File: config.mk
export PLATFORM = sky130hd
export DESIGN_NAME = cb_updown_count_reg
export DESIGN_NICKNAME = d
export VERILOG_FILES = /design/src/rtl/cb_updown_count_reg.sv
export SDC_FILE = /design/constraint.sdc
export NUM_CORES = 1
export LEC_CHECK = 0
export ABC_AREA = 1
export CAP_MARGIN = 20
export CORE_MARGIN = 2
export CORE_UTILIZATION = 40
export CTS_BUF_LIST = sky130_fd_sc_hd__clkbuf_16
export DETAILED_ROUTE_END_ITERATION = 16
export GPL_ROUTABILITY_DRIVEN = 0
export GPL_TIMING_DRIVEN = 1
export HOLD_SLACK_MARGIN = 0.12
export PLACE_DENSITY_LB_ADDON = 0.2
export SYNTH_ARGS = -nofsm -noshare
export SYNTH_HDL_FRONTEND = slang
export SYNTH_SLANG_ARGS = --single-unit
File: constraint.sdc
create_clock -name CK -period 2.46 [get_ports CK]
set_input_delay 0.492 -clock CK [delete_from_list [all_inputs] [get_ports CK]]
set_output_delay 0.492 -clock CK [all_outputs]
set_load 0.01 [all_outputs]
File: src/rtl/cb_updown_count_reg.sv
// Registered up/down counter stage: sync load, enable, terminal count, cascade carry.
// Optional build macro CB_COUNT_SATURATE_EN: hold at the limit instead of wrapping.
module cb_updown_count_reg #(
    parameter int unsigned WIDTH = 8,
    parameter int unsigned INIT  = 0
) (
    input  logic             CK,
    input  logic             CD,
    input  logic             CE,
    input  logic             UP,
    input  logic             LD,
    input  logic [WIDTH-1:0] D,
    output logic [WIDTH-1:0] Q,
    output logic             CO,
    output logic             TCP
);

    localparam logic [WIDTH-1:0] INIT_V = WIDTH'(INIT);

    logic [WIDTH-1:0] r_q;
    logic             r_tcp;

    logic             w_term;
    logic             w_co;
    logic [WIDTH-1:0] w_inc;
    logic [WIDTH-1:0] w_dec;
    logic [WIDTH-1:0] w_step;
    logic [WIDTH-1:0] w_next;

    assign w_term = (UP & (r_q == '1)) | (~UP & (r_q == '0));
    assign w_co   = CE & ~LD & w_term;

    assign w_inc = r_q + WIDTH'(1);
    assign w_dec = r_q - WIDTH'(1);

`ifdef CB_COUNT_SATURATE_EN
    assign w_step = w_term ? r_q : (UP ? w_inc : w_dec);
`else
    assign w_step = UP ? w_inc : w_dec;
`endif

    // Ternaries rather than if/else so an X on LD, CE or UP propagates into Q.
    assign w_next = LD ? D : (CE ? w_step : r_q);

    always_ff @(posedge CK) begin
        if (CD) begin
            r_q   <= INIT_V;
            r_tcp <= 1'b0;
        end else begin
            r_q   <= w_next;
            r_tcp <= w_co;
        end
    end

    assign Q   = r_q;
    assign CO  = w_co;
    assign TCP = r_tcp;

endmodule

==> out/qor_table.md, run 1 <==
| Stage | Item | Reported |
| --- | --- | --- |
| routing | Via count | 844 |
| timing | Highest achievable clock rate | 430 MHz |
| logic synthesis | Synthesized Nets | 135 |
| timing | Max_slew headroom | 78.5% |
| global route | Wire length of the first global-routing pass | 3040 um |
| power and ir drop | Power Dens Cells | 578 nW/um^2 |
| critical path | CP arrival | 1830 ps |
| power and ir drop | Part of the power in the clock network | 45.8% |
| power and ir drop | Maximum vdd ir drop | 0.000514 V |
| logic synthesis | Share of synthesized area spent on multiplexers | 0% |
| clock network | CTS buffer count | 3 |
| floorplanning | Die X | 47.5 um |
| clock network | Clock tree from TritonCTS | built |
| clock network | Hold bufs inserted after CTS | 0 |
| timing | Final hold violation count | 0 |
| final layout | Post-route cell area | 1100 sq um |
| final layout | Antenna fix cells | 0 |
| clock network | # clock sinks | 9 |
| logic synthesis | Synthesized area | 756 sq um |
| timing | Final total negative setup slack | 0 ps |
| routing | Average detailed-routed wire length per instance | 11.6 um |
| routing | Antenna viol nets, final | 0 |
| timing | Part of the cycle the worst path needs | 94.6% |
| floorplanning | Die Outline Area | 2250 sq um |
| clock network | Clock transition at the registers of the reported paths | 40 ps |
| final layout | Layout Area Growth over Synthesis | 46.0% |
| placed design | Count of buffers inserted at the top-level ports | 22 |
| global route | Antenna violations before repair | 0 |
| power and ir drop | Leak pwr | 0.531 nW |
| logic synthesis | Synth Instances | 115 |
| placed design | Placed cell area | 1020 sq um |
| logic synthesis | Compound-Gate Fraction of Synth Area | 15.6% |
| logic synthesis | Dominant combinational cell family by area after synthesis | simple AND/OR/NAND/NOR gates |
| timing | Final-report max-slew violation count | 0 |
| placed design | Final HPWL DP | 1430 um |
| routing | DR vias/cell | 5.02 |
| global route | Global-route usage over all layers | 20.1% |
| clock network | CTS root buf | sky130_fd_sc_hd__clkbuf_16 |
| routing | Pre-Repair DR Iteration Count | 4 |
| timing | Clk_skew | 3.00 ps |
| power and ir drop | Relative contribution of sequential cells to total power | 27.3% |
| routing | Number of design-rule violations left by the first detailed-router iteration | 20 |
| power and ir drop | Switching power summed over all nets | 0.000180 W |
| floorplanning | Die H | 47.5 um |
| floorplanning | Initial cell density of the core | 43.3% |
| global route | Total global routing overflow | 0 |
| clock network | Number of setup buffers added after CTS | 0 |
| timing | Minimum period implied by the final worst setup slack | 2330 ps |
| floorplanning | Number of placed I/O pins | 23 |
| timing | Transition time of the tightest slew-check pin | 322 ps |
| final layout | Number of nets at the end of the flow | 164 |
| power and ir drop | Logic gate share of total power | 26.9% |
| run | # Max-Cap Violations | 0 |
| logic synthesis | Share of the yosys chip area belonging to registers | 23.8% |
| power and ir drop | Switching share of power | 28.2% |
| logic synthesis | XOR/XNOR share of the synthesized area | 1.16% |
| routing | Detailed Route WL | 1940 um |
| logic synthesis | Cell taking the most area after synthesis | sky130_fd_sc_hd__dfxtp_1 |
| clock network | Post-cts resize count | 0 |
| placed design | Instance count after placement with tap cells included | 164 |
| timing | Setup repair after global routing missed its margin | no |
| logic synthesis | Area share of fa/ha/maj cells after synthesis | 12.6% |
| routing | Drc violations | 0 |
| logic synthesis | #FFs+latches synth | 9 |
| global route | Maximum number of pins on one net before global-route repair | 11 |
| final layout | Finished Layout Cells | 168 |
| floorplanning | Core area | 1750 sq um |
| clock network | Clk_lat worst skew | 240 ps |
| final layout | Share of post-route cells with drive strength above 1 | 8.39% |
| logic synthesis | Post-synthesis area per instance | 6.57 sq um |
| timing | Total setup violations reported at the end of the flow | 0 |
| logic synthesis | Synth Area in Simple Gates | 36.3% |
| global route | Via count of the first global-routing pass | 718 |
| critical path | Required time of the critical path | 1970 ps |
| clock network | CTS H-tree lvls | 1 |
| outcome | Result of the run | finished clean |
| critical path | Capturing element type of the critical path | output pin |
| floorplanning | Num rows | 15 |
| logic synthesis | Leading post-synthesis cells by cell area | sky130_fd_sc_hd__dfxtp_1 (24%), sky130_fd_sc_hd__nand2_1 (15%), sky130_fd_sc_hd__ha_1 (9.9%) |
| power and ir drop | P_int | 0.000458 W |
| critical path | Element type at the critical path start | input port |
| min path | Class of the tightest hold or removal check | register to register |
| logic synthesis | Netlist cell types | 26 |
| clock network | Maximum clock insertion buffer count | 2 |
| logic synthesis | Syn. warnings | 0 |
| critical path | Startpoint-to-endpoint class of the critical path | input port to output pin |
| logic synthesis | Top cell type's share of synthesized area | 23.8% |
| critical path | Maximum fanout encountered on the critical timing path | 3 |
final timing paths:
check | end | cells past startpoint | slack [ps] | start
setup / recovery | CO | 7 | 130 | UP
hold / removal | Q[2]$_SDFFE_PP0P_ | 2 | 560 | Q[2]$_SDFFE_PP0P_
setup reg to reg | Q[6]$_SDFFE_PP0P_ | 8 | 960 | Q[0]$_SDFFE_PP0P_
hold reg to reg | Q[2]$_SDFFE_PP0P_ | 2 | 560 | Q[2]$_SDFFE_PP0P_
worst max-delay path, stage by stage:
cell and delay (ps):
sky130_fd_sc_hd__clkdlybuf4s50_1 510, sky130_fd_sc_hd__inv_1 70, sky130_fd_sc_hd__nor2_1 100, sky130_fd_sc_hd__nor2_1 40, sky130_fd_sc_hd__o21ai_1 100, sky130_fd_sc_hd__inv_1 60
sky130_fd_sc_hd__clkdlybuf4s50_1 470
flip-flops by register name, indices dropped and copies added, names as in the netlist:
signal / count
TCP: 1
Q: 8
placed cells by master (no fill, tap or decap):
master / instances
sky130_fd_sc_hd__clkdlybuf4s50_1: 22
sky130_fd_sc_hd__a21oi_4: 1
sky130_fd_sc_hd__dfxtp_1: 9
sky130_fd_sc_hd__nor2_4: 1
sky130_fd_sc_hd__xor2_1: 1
sky130_fd_sc_hd__nor3_1: 2
sky130_fd_sc_hd__nand4_1: 2
sky130_fd_sc_hd__a22oi_1: 4
sky130_fd_sc_hd__inv_2: 1
sky130_fd_sc_hd__nand3b_1: 2
sky130_fd_sc_hd__clkinv_1: 1
sky130_fd_sc_hd__nand2_2: 1
sky130_fd_sc_hd__inv_1: 17
sky130_fd_sc_hd__ha_1: 6
sky130_fd_sc_hd__nor2_1: 8
sky130_fd_sc_hd__o21ai_0: 1
sky130_fd_sc_hd__o21ai_1: 3
sky130_fd_sc_hd__a21o_1: 1
sky130_fd_sc_hd__or2_4: 1
sky130_fd_sc_hd__nand2_1: 30
sky130_fd_sc_hd__a21oi_1: 5
sky130_fd_sc_hd__nand3_1: 12
sky130_fd_sc_hd__fa_1: 1
sky130_fd_sc_hd__nor3b_1: 1
sky130_fd_sc_hd__buf_4: 4
sky130_fd_sc_hd__a31oi_1: 3
sky130_fd_sc_hd__clkbuf_16: 3
stage by stage:
| step | hold WS [ps] | setup slack (ps) | power, W | util, % |
|---|---|---|---|---|
| after global placement | 538 | 157 | 0.000343 | 58.7 |
| after detailed placement | 552 | 133 | 0.000346 | 58.7 |
| final | 556 | 133 | 0.000637 | 63.2 |
| after global routing | 579 | 10.3 | 0.000671 | 63.2 |
| after CTS | 558 | 125 | 0.000642 | 63.2 |
| after floorplan | 543 | 858 | 0.000279 | - |
routing by layer:
metal  global-route usage, %  share of wire, %  vias up
met3                    6.79               5.4        4
met4                    10.6               2.7        0
met2                    31.9                50       22
li1                        -                 -      440
met1                    24.0                42      378
met5                       0                 0        -
power groups by stage:
stage,clock [W],combinational [W],sequential [W]
2_1_floorplan,0,0.000102,0.000178
3_3_place_gp,0,0.000167,0.000176
3_5_place_dp,0,0.000170,0.000176
4_1_cts,0.000295,0.000172,0.000174
5_1_grt,0.000303,0.000191,0.000176
6_report,0.000292,0.000171,0.000174
synth_stat cells:
| library cell | n |
|---|---|
| sky130_fd_sc_hd__a31oi_1 | 3 |
| sky130_fd_sc_hd__nand2_2 | 1 |
| sky130_fd_sc_hd__fa_1 | 1 |
| sky130_fd_sc_hd__clkinv_1 | 1 |
| sky130_fd_sc_hd__o21ai_1 | 3 |
| sky130_fd_sc_hd__a21o_1 | 1 |
| sky130_fd_sc_hd__ha_1 | 6 |
| sky130_fd_sc_hd__clkbuf_2 | 1 |
| sky130_fd_sc_hd__a21oi_1 | 5 |
| sky130_fd_sc_hd__dfxtp_1 | 9 |
| sky130_fd_sc_hd__nand4_1 | 2 |
| sky130_fd_sc_hd__buf_4 | 1 |
| sky130_fd_sc_hd__or2_4 | 1 |
| sky130_fd_sc_hd__nor3_1 | 2 |
| sky130_fd_sc_hd__nor2_4 | 1 |
| sky130_fd_sc_hd__inv_2 | 1 |
| sky130_fd_sc_hd__inv_1 | 16 |
| sky130_fd_sc_hd__nor2_1 | 8 |
| sky130_fd_sc_hd__xor2_1 | 1 |
| sky130_fd_sc_hd__nand3_1 | 12 |
| sky130_fd_sc_hd__nand3b_1 | 2 |
| sky130_fd_sc_hd__nand2_1 | 30 |
| sky130_fd_sc_hd__o21ai_0 | 1 |
| sky130_fd_sc_hd__nor3b_1 | 1 |
| sky130_fd_sc_hd__a21oi_4 | 1 |
| sky130_fd_sc_hd__a22oi_1 | 4 |
cell type report:
| class | count | area [sq um] |
|---|---|---|
| repair buffers | 26 | 250 |
| flip-flops and latches | 9 | 180 |
| fillers | 173 | 642 |
| clock buffers | 3 | 75.1 |
| inverters | 18 | 67.6 |
| well taps | 25 | 31.3 |
| multi-input cells | 86 | 495 |
| clock inverters | 1 | 3.75 |
logic make-up (layout without fill, tap and decap cells):
kind of cell | after synthesis | in the layout
flops | 9 | 9
buf+inv | 20 | 48
xor+xnor | 1 | 1
simple gates | 60 | 60
compound gates | 18 | 18
fa+ha+maj | 7 | 7
No activity file was read; power rests on OpenSTA's default activity.
==> run 2: changes to the inputs <==
- CAP_MARGIN: 20 -> unset
==> results of run 2 <==
The final DEF is identical to that of run 1; final timing and power are the same.
